`src/rtl/fifo_pkg.sv`:
```
// fifo_pkg: shared defaults and types for the fifo_sync buffering block.
//   FIFO_DATA_WIDTH / FIFO_DEPTH : default width and depth.
//   fifo_status_t                : the registered flag bundle.
//   FIFO_STATUS_RST              : flag values held while in reset.
package fifo_pkg;

    localparam int FIFO_DATA_WIDTH = 8;
    localparam int FIFO_DEPTH      = 16;

    typedef struct packed {
        logic full;
        logic empty;
        logic almost_full;
        logic almost_empty;
    } fifo_status_t;

    localparam fifo_status_t FIFO_STATUS_RST = '{
        full:         1'b0,
        empty:        1'b1,
        almost_full:  1'b0,
        almost_empty: 1'b1
    };

endpackage : fifo_pkg

```
`src/rtl/fifo_mem.sv`:
```
// fifo_mem: simple dual-port register array, one write port and one
// registered read port.
//   clk, rst      : clock, asynchronous active-low reset (read register only)
//   we/waddr/wdata: write port, written on the rising edge when we=1
//   re/raddr      : read port, rdata loads mem[raddr] on the edge when re=1
//   rdata         : registered read data, holds its value when re=0
module fifo_mem #(
    parameter int DATA_WIDTH = 8,
    parameter int AW         = 4
) (
    input  logic                  clk,
    input  logic                  rst,
    input  logic                  we,
    input  logic [AW-1:0]         waddr,
    input  logic [DATA_WIDTH-1:0] wdata,
    input  logic                  re,
    input  logic [AW-1:0]         raddr,
    output logic [DATA_WIDTH-1:0] rdata
);

    logic [DATA_WIDTH-1:0] mem [2**AW];
    logic [DATA_WIDTH-1:0] rdata_d, rdata_q;

    // NOTE: the storage array has no reset; only the output register does.
    // Resetting the array would prevent mapping it onto RAM-style cells and
    // buys nothing, since the pointers make stale entries unreachable.
    always_ff @(posedge clk) begin
        if (we) begin
            mem[waddr] <= wdata;
        end
    end

    // NOTE: every signal written in an always_comb gets a value on every
    // path (here the hold value first), otherwise a latch is inferred.
    always_comb begin
        rdata_d = rdata_q;
        if (re) begin
            rdata_d = mem[raddr];
        end
    end

    // NOTE: sequential state uses non-blocking assignments so all flops
    // update together from pre-edge values, independent of block order.
    always_ff @(posedge clk or negedge rst) begin
        if (!rst) begin
            rdata_q <= '0;
        end else begin
            rdata_q <= rdata_d;
        end
    end

    assign rdata = rdata_q;

endmodule : fifo_mem

```
`src/rtl/fifo_sync.sv`:
```
// fifo_sync: parametrised single-clock FIFO with occupancy count,
// programmable almost-full/almost-empty thresholds, registered
// overflow/underflow pulses and sticky error capture.
//   clk, rst          : clock, asynchronous active-low reset
//   wr_en, wdata      : write request and data (accepted iff !full)
//   rd_en             : read request (accepted iff !empty)
//   clr_err           : clears err_sticky (a same-cycle set wins)
//   rdata             : registered read data, valid the cycle after the read
//   full, empty       : count == DEPTH / count == 0
//   almost_full/empty : count >= AF_THRESH / count <= AE_THRESH
//   count             : current occupancy
//   overflow/underflow: one-cycle pulse after a rejected write/read
//   err_sticky        : {underflow seen, overflow seen}
module fifo_sync
    import fifo_pkg::*;
#(
    parameter int  DATA_WIDTH = FIFO_DATA_WIDTH,
    parameter int  DEPTH      = FIFO_DEPTH,
    parameter int  AF_THRESH  = DEPTH - 2,
    parameter int  AE_THRESH  = 2,
    localparam int CW         = $clog2(DEPTH + 1)
) (
    input  logic                  clk,
    input  logic                  rst,
    input  logic                  wr_en,
    input  logic [DATA_WIDTH-1:0] wdata,
    input  logic                  rd_en,
    input  logic                  clr_err,
    output logic [DATA_WIDTH-1:0] rdata,
    output logic                  full,
    output logic                  empty,
    output logic                  almost_full,
    output logic                  almost_empty,
    output logic [CW-1:0]         count,
    output logic                  overflow,
    output logic                  underflow,
    output logic [1:0]            err_sticky
);

    localparam int AW = $clog2(DEPTH);
    // One extra pointer bit tells a full FIFO from an empty one when the
    // address bits are equal; pointers wrap modulo 2*DEPTH.
    localparam int PW = AW + 1;

    localparam logic [CW-1:0] DEPTH_C = CW'(DEPTH);
    localparam logic [CW-1:0] AF_C    = CW'(AF_THRESH);
    localparam logic [CW-1:0] AE_C    = CW'(AE_THRESH);

    logic [PW-1:0] wr_ptr_d, wr_ptr_q;
    logic [PW-1:0] rd_ptr_d, rd_ptr_q;
    logic [CW-1:0] count_d, count_q;
    fifo_status_t  status_d, status_q;
    logic          overflow_d, overflow_q;
    logic          underflow_d, underflow_q;
    logic [1:0]    err_d, err_q;
    logic          wr_acc, rd_acc;

    // Acceptance uses the registered flags only. This alone yields the
    // simultaneous-access rules: when full the read wins, when empty the
    // write wins, otherwise both go through.
    always_comb begin
        wr_acc = wr_en && !status_q.full;
        rd_acc = rd_en && !status_q.empty;

        wr_ptr_d = wr_ptr_q;
        rd_ptr_d = rd_ptr_q;
        if (wr_acc) wr_ptr_d = wr_ptr_q + PW'(1);
        if (rd_acc) rd_ptr_d = rd_ptr_q + PW'(1);

        count_d = count_q;
        case ({wr_acc, rd_acc})
            2'b10:   count_d = count_q + CW'(1);
            2'b01:   count_d = count_q - CW'(1);
            default: count_d = count_q;
        endcase

        // Flags derive from the next count so that they and count always
        // change on the same edge.
        status_d.full         = (count_d == DEPTH_C);
        status_d.empty        = (count_d == '0);
        status_d.almost_full  = (count_d >= AF_C);
        status_d.almost_empty = (count_d <= AE_C);

        overflow_d  = wr_en && status_q.full;
        underflow_d = rd_en && status_q.empty;

        // Clear first, then set, so a new error in the clearing cycle sticks.
        err_d = err_q;
        if (clr_err)     err_d = 2'b00;
        if (overflow_d)  err_d[0] = 1'b1;
        if (underflow_d) err_d[1] = 1'b1;
    end

    always_ff @(posedge clk or negedge rst) begin
        if (!rst) begin
            wr_ptr_q    <= '0;
            rd_ptr_q    <= '0;
            count_q     <= '0;
            status_q    <= FIFO_STATUS_RST;
            overflow_q  <= 1'b0;
            underflow_q <= 1'b0;
            err_q       <= 2'b00;
        end else begin
            wr_ptr_q    <= wr_ptr_d;
            rd_ptr_q    <= rd_ptr_d;
            count_q     <= count_d;
            status_q    <= status_d;
            overflow_q  <= overflow_d;
            underflow_q <= underflow_d;
            err_q       <= err_d;
        end
    end

    fifo_mem #(
        .DATA_WIDTH (DATA_WIDTH),
        .AW         (AW)
    ) u_mem (
        .clk   (clk),
        .rst   (rst),
        .we    (wr_acc),
        .waddr (wr_ptr_q[AW-1:0]),
        .wdata (wdata),
        .re    (rd_acc),
        .raddr (rd_ptr_q[AW-1:0]),
        .rdata (rdata)
    );

    assign full         = status_q.full;
    assign empty        = status_q.empty;
    assign almost_full  = status_q.almost_full;
    assign almost_empty = status_q.almost_empty;
    assign count        = count_q;
    assign overflow     = overflow_q;
    assign underflow    = underflow_q;
    assign err_sticky   = err_q;

endmodule : fifo_sync

```
`config.mk`:
```
export PLATFORM = sky130hd
export DESIGN_NAME = fifo_sync
export DESIGN_NICKNAME = d
export VERILOG_FILES = /design/src/rtl/fifo_pkg.sv /design/src/rtl/fifo_mem.sv /design/src/rtl/fifo_sync.sv
export SDC_FILE = /design/constraint.sdc
export NUM_CORES = 1
export LEC_CHECK = 0
export BUFFER_PORTS_ARGS = -buffer_cell sky130_fd_sc_hd__buf_2
export CAP_MARGIN = 20
export CORE_MARGIN = 1
export CORE_UTILIZATION = 60
export DETAILED_ROUTE_END_ITERATION = 8
export MAX_ROUTING_LAYER = met4
export PLACE_DENSITY = 0.82
export SKIP_LAST_GASP = 1
export SYNTH_ARGS = -nofsm -noshare
export SYNTH_HDL_FRONTEND = slang
export SYNTH_SLANG_ARGS = --single-unit
export TNS_END_PERCENT = 5
```
`constraint.sdc`:
```
create_clock -name clk -period 3.1 [get_ports clk]
set_input_delay 0.465 -clock clk [delete_from_list [all_inputs] [get_ports clk]]
set_output_delay 0.465 -clock clk [all_outputs]
set_load 0.05 [all_outputs]
```
==> flow_summary.yaml, run 1 <==
timing:
  max_freq_mhz: 394.4
  rsz0062_at_grt: "no"
  finalSetupViolations: 0
  fin_crit_sh_pct: 81.80
  relSlewSlack_pct: 43.25
  tns_ps: 0
  layout_min_cycle_time_ps: 2536
  slew_violations: 0
  hold_viol_final: 0
  worstMarginPinSlew_ps: 848.1
  skew_ps: 12.36
synth:
  synth_top_family_by_area: "multiplexers"
  synth_compound_area_share_pct: 2.071
  synth_edf_count: 128
  ys_ff_latch: 157
  syn-mean-instance-area_um2: 18.82
  synth_ff_type: "edfxtp_1"
  synth_nets: 357
  synth_cell_type_count: 37
  postSynthCellCount: 337
  ys_seq_area_share_pct: 72.07
  synthTopCellsByArea: "edfxtp_1, dfrtp_1, mux4_2, mux4_1, nand2_1"
  synth_xor_area_share_pct: 1.499
  yosys.area.top_type: "edfxtp_1"
  synthSimpleGateAreaFrac_pct: 5.345
  async_flop_share_pct: 18.47
  synthAdderAreaFrac_pct: 1.381
  synth_mux_area_share_pct: 15.44
  netlist_area_mm2: 0.006344
  ys.warnings.count: 0
  netlist.area_leader.share_pct: 60.59
cts:
  htreeDepth: 4
  cts_made_buffers: 17
  post_cts_buffers: 0
  clk_pin_slew_ps: 60
  cts_sinks: 157
  tritoncts: "built"
  hold_buffers: 1
  cts-root-buf: "clkbuf_8"
  clk_path_buf_depth: 2
  cts_resized: 0
  clk_latency_ps: 520
cells_and_area:
  nFillCells: 645
  layout-drive-gt1-share_pct: 25.38
  area_growth_pct: 14.24
  antennaDiodeCount: 0
  finalNetCount: 402
  ff_latch_area_mm2: 0.004573
  multi_input_area_mm2: 0.001633
grt:
  grt_pass1_wl_um: 18880
  grt_pass1_vias: 3333
  overflow: 0
  antenna_found_initial: 0
  grt_max_degree: 36
  grt_use_total_pct: 24.96
route:
  drtIter0Drc: 298
  ant_nets: 0
  drt_wl_total_um: 12120
  num_vias: 3234
  post_drt_wl_per_cell_um: 22.86
  first_pass_iters: 5
  drc_errors: 0
  viasPerCell: 6.102
die:
  num_rows: 37
  coreArea_mm2: 0.01028
  dieArea_mm2: 0.01099
  start_util_pct: 61.72
  die_w_um: 104.8
  die_y_um: 104.8
  boundaryPins: 34
critical_path:
  path_class: "reg -> reg"
  crit_fanout: 6
  end_kind: "flop"
  worstPathCellList: "nand2b_1, inv_1, nand2_1, xnor2_1, ha_1, a21oi_1, a21boi_0, nor3_1, and3_1, o21bai_1, nor3b_1"
  required_ps: 3490
  r2r_cells: 11
  rrSetupSlack_ps: 560
  slowest_delay_ps: 540
  critPathSlowestCell: "dfstp_2"
  startpoint_type: "flop"
  cp.arrival_ps: 2930
placement:
  io_buffers: 33
  dp_hpwl_um: 7438
  place_congestion: 0.8536
power:
  power_mw: 7.257
  p_leak_nw: 2.640
  ir_drop_mv: 0.5630
  power_density_mw_per_mm2: 1001
min_path:
  min_path_type: "in -> reg"
  hold_depth: 2
status:
  status: "complete, no violations"
run:
  maxCapViolCount: 0
==> cells in the final DEF, fill, tap and decap left out, types with 3 or more instances in the layout <==
cell type,synthesis,final
dfrtp_1,27,26
mux4_2,22,22
clkinvlp_4,0,4
nor3_1,8,8
buf_2,3,33
buf_4,0,9
nand2b_1,3,3
ha_1,7,7
nor2_1,16,16
nand2_1,40,40
edfxtp_1,128,128
inv_1,6,6
a21oi_1,7,7
mux4_1,18,18
nand4_1,3,3
bufinv_16,0,3
clkinv_4,0,3
clkbuf_16,0,16
xnor2_1,7,7
o21ai_0,3,3
==> where the power goes <==
group          internal [mW]  switching [mW]  leakage, nW
sequential              2.64           0.282         1.51
clock                   1.23           0.828        0.272
combinational          0.938            1.34        0.861
total                   4.80            2.45         2.64
==> cell usage after synthesis, types with 2 or more instances <==
cell type and n:
a21oi_1 7, buf_6 3, edfxtp_1 128, mux4_2 22, or3_1 2, nor2_1 16
nand4_1 3, nor2b_1 2, ha_1 7, xnor2_1 7, nand2b_1 3, and2_1 2
dfstp_2 2, buf_2 3, clkbuf_1 9, o21ai_0 3, a21o_1 2, nand2_1 40
nor3_1 8, mux4_1 18, inv_1 6, xor2_1 2, buf_8 2, dfrtp_1 27
==> logic make-up (layout without fill, tap and decap cells) <==
group           after synthesis  after routing
fa+ha+maj                     7              7
compound gates               20             20
mux                          41             41
flops                       157            157
simple gates                 78             78
xor+xnor                     10             10
buf+inv                      24             81
==> final cells by class <==
type	instances	share of cell area, %
Clock inverter	13	2.314
Clock buffer	18	5.767
Inverter	6	0.3108
Timing Repair Buffer	44	3.626
Sequential cell	157	63.10
Multi-Input combinational cell	156	22.53
Tap cell	136	2.348
==> critical path, delay by kind of cell (launching register included) <==
family / cells / cell delay [ps]
AO/OA/AOI/OAI: 3 / 750
flip-flops: 1 / 540
XOR/XNOR: 1 / 90
buffers and inverters: 1 / 100
AND/OR/NAND/NOR: 5 / 690
adder cells (fa/ha/maj): 1 / 240
==> state kept, by name, summed over array words and instances, names as in the netlist <==
| signal | flops |
|---|---|
| u_mem.mem | 128 |
| u_mem.rdata | 8 |
| count | 5 |
| rd_ptr_q | 4 |
| wr_ptr_q | 4 |
| err_sticky | 2 |
| almost_empty | 1 |
| almost_full | 1 |
| empty | 1 |
| full | 1 |
| overflow | 1 |
| underflow | 1 |
==> per-layer routing <==
metal | share of wire (%) | global-route usage, %
met5 | 0 | -
met4 | 1.7 | 8.652
met3 | 6.7 | 5.989
met2 | 51 | 39.40
met1 | 41 | 32.37
==> worst paths after layout <==
kind                                            start                          to
min in group asynchronous                         rst     rd_ptr_q[1]$_DFFE_PN0P_
setup reg to reg                      empty$_DFF_PN1_              full$_DFF_PN0_
hold reg to reg            u_mem.rdata[2]$_DFFE_PN0P_  u_mem.rdata[2]$_DFFE_PN0P_
hold / removal                                  wr_en          overflow$_DFF_PN0_
setup / recovery                      empty$_DFF_PN1_              full$_DFF_PN0_
max in group asynchronous                         rst     rd_ptr_q[0]$_DFFE_PN0P_
==> stage by stage <==
step / instance area, µm² / utilization (%) / hold WS [ps] / instances / setup slack [ps]
floorplan: 6344 / - / 169.4 / 337 / 652.9
global placement: 6651 / 64.72 / 451.9 / 498 / 703.5
detailed placement: 6651 / 64.72 / 463.4 / 498 / 541.7
CTS: 7247 / 70.51 / 191.3 / 530 / 588.9
global route: 7247 / 70.51 / 201.7 / 530 / 389.9
finish: 7247 / 70.51 / 215.2 / 530 / 564.2
(Power assumes the default switching activity.)
==> inputs of run 2 (changes only) <==
--- a/config.mk
+++ b/config.mk
@@ -8,10 +8,10 @@
 export BUFFER_PORTS_ARGS = -buffer_cell sky130_fd_sc_hd__buf_2
 export CAP_MARGIN = 20
 export CORE_MARGIN = 1
-export CORE_UTILIZATION = 60
+export CORE_UTILIZATION = 54
 export DETAILED_ROUTE_END_ITERATION = 8
 export MAX_ROUTING_LAYER = met4
-export PLACE_DENSITY = 0.82
+export PLACE_DENSITY = 0.79
 export SKIP_LAST_GASP = 1
 export SYNTH_ARGS = -nofsm -noshare
 export SYNTH_HDL_FRONTEND = slang
==> constraint.sdc (replaced) <==
create_clock -name clk -period 2.3 [get_ports clk]
set_input_delay 0.345 -clock clk [delete_from_list [all_inputs] [get_ports clk]]
set_output_delay 0.345 -clock clk [all_outputs]
set_load 0.05 [all_outputs]
==> run 2 against run 1 <==
Against the previous run:
- fmax grew 14%
- non-clock buffer count rose by 13
- clock skew is 2.0 ps lower
- wire length shrank 5.7%
- first-iteration DRC count up 4.0%
- sequential share of layout area is 1.4 points lower
- critical path type unchanged
- final cell count grew 4.0%
- global-route usage fell by 4.2 points
- hold slack got worse by 22 ps
- sequential power up 34%
- utilization down 5.6 points
==> flow_summary.yaml, run 2 (synthesis gave the netlist of run 1 again) <==
placement:
  io_buffers: 33
  place_inst: 516
  preCtsSetupSlack_ps: -50.67
  dp_hpwl_um: 7195
  place_congestion: 0.8236
power:
  clkPwrFrac_pct: 27.0
  power_mw: 9.791
  p_sw_share_pct: 34.28
  p_switching_mw: 3.356
  power_frac_seq_pct: 40.0
  p_leak_nw: 2.732
  ir_drop_mv: 1.126
  p_int_mw: 6.435
  comb_power_share_pct: 33.0
  power_density_mw_per_mm2: 1321
grt:
  grt_use_total_pct: 20.77
  overflow: 0
  antenna_found_initial: 0
  grt_pass1_vias: 3155
  grt_pass1_wl_um: 16930
  grt_max_degree: 36
timing:
  finalSetupViolations: 0
  layout_min_cycle_time_ps: 2219
  skew_ps: 10.38
  worstMarginPinSlew_ps: 670.9
  slew_violations: 0
  max_freq_mhz: 450.7
  hold_slack_ps: 193.5
  hold_viol_final: 0
  fin_crit_sh_pct: 96.46
  relSlewSlack_pct: 55.28
  timing.final.ws_setup_ps: 81.38
cells_and_area:
  regMostFlops: "u_mem.mem"
  layout-drive-gt1-share_pct: 31.37
  antennaDiodeCount: 0
  final_cell_mix: "edfxtp_1, nand2_1, buf_2"
  area_growth_pct: 16.86
  finalNetCount: 415
  layout_commonest_cell: "edfxtp_1"
  stdcell_count: 551
  postLayoutCoreUtil_pct: 64.92
  largest_reg_flops: 128
cts:
  cts-root-buf: "clkbuf_16"
  cts_made_buffers: 17
  cts_sinks: 157
  clk_pin_slew_ps: 60
  htreeDepth: 4
  tritoncts: "built"
  clk_path_buf_depth: 2
  clk_latency_ps: 420
critical_path:
  crit_end: "full$_DFF_PN0_"
  cp.arrival_ps: 2550
  end_kind: "flop"
  r2r_cells: 11
  startpoint_type: "flop"
  regToRegStartpoint: "empty$_DFF_PN1_"
  required_ps: 2630
  crit_fanout: 5
  path_class: "reg -> reg"
  rrSetupSlack_ps: 80
  r2r_end: "full$_DFF_PN0_"
  startpoint: "empty$_DFF_PN1_"
die:
  num_rows: 39
  die_y_um: 110.4
  dieArea_mm2: 0.01218
  start_util_pct: 55.56
  coreArea_mm2: 0.01142
  die_w_um: 110.4
  boundaryPins: 34
route:
  post_drt_wl_per_cell_um: 20.73
  drtIter0Drc: 310
  num_vias: 3192
  first_pass_iters: 5
  drc_errors: 0
  ant_nets: 0
  viasPerCell: 5.793
  drt_wl_total_um: 11420
run:
  maxCapViolCount: 0
status:
  status: "complete, no violations"
min_path:
  min_path_type: "in -> reg"
[run 2: metal layers]
metal,GRT usage (%),vias up,share of wire (%)
met5,-,-,0
li1,-,1446,-
met1,26.17,1620,44
met4,8.835,0,1.2
met2,31.46,114,50
met3,6.349,12,4.6
[run 2: worst min path at each step]
stage,start,to,depth (start not counted)
2_1_floorplan,rst,almost_full$_DFF_PN0_,0
3_3_place_gp,rst,overflow$_DFF_PN0_,1
3_5_place_dp,rst,count[1]$_DFF_PN0_,1
4_1_cts,wr_en,overflow$_DFF_PN0_,2
5_1_grt,wr_en,overflow$_DFF_PN0_,2
6_report,wr_en,overflow$_DFF_PN0_,2
[run 2: repair_timing]
action	in CTS	in global routing
hold buffers	1	0
hold endpoints to repair	27	0
pin swaps	1	4
resized for setup	6	8
buffers inserted	0	2
setup endpoints to repair	2	4
[run 2: final cells by class]
| type | count | area (µm²) |
|---|---|---|
| Timing Repair Buffer | 57 | 372.9 |
| Fill cell | 754 | 4005 |
| Multi-Input combinational cell | 156 | 1700 |
| Tap cell | 143 | 178.9 |
| Clock buffer | 19 | 432.9 |
| Sequential cell | 157 | 4573 |
| Clock inverter | 13 | 130.1 |
| Inverter | 6 | 25.02 |
[run 2: metrics by stage]
stage               cell area (µm²)  setup TNS, ps
floorplan                      6366              0
global placement               6771              0
detailed placement             6771         -50.67
CTS                            7373              0
global route                   7413         -19.15
finish                         7413              0
[run 2: power by group through the flow]
stage	clock (mW)	sequential, mW	combinational, mW
2_1_floorplan	0	4.29	2.03
3_3_place_gp	0	3.92	3.01
3_5_place_dp	0	3.96	3.10
4_1_cts	2.68	3.92	3.20
5_1_grt	2.80	3.98	3.46
6_report	2.64	3.92	3.23
[run 2: critical path, stage by stage, from the launching register on]
cell      delay (ps)
dfstp_2          530
nand2b_4         130
inv_4             50
nand2_4           80
xnor2_2          110
ha_2             230
a21oi_1           70
a21oi_1          150
a32oi_1          110
nor2_2           190
xor2_2           250
nor3b_2          220
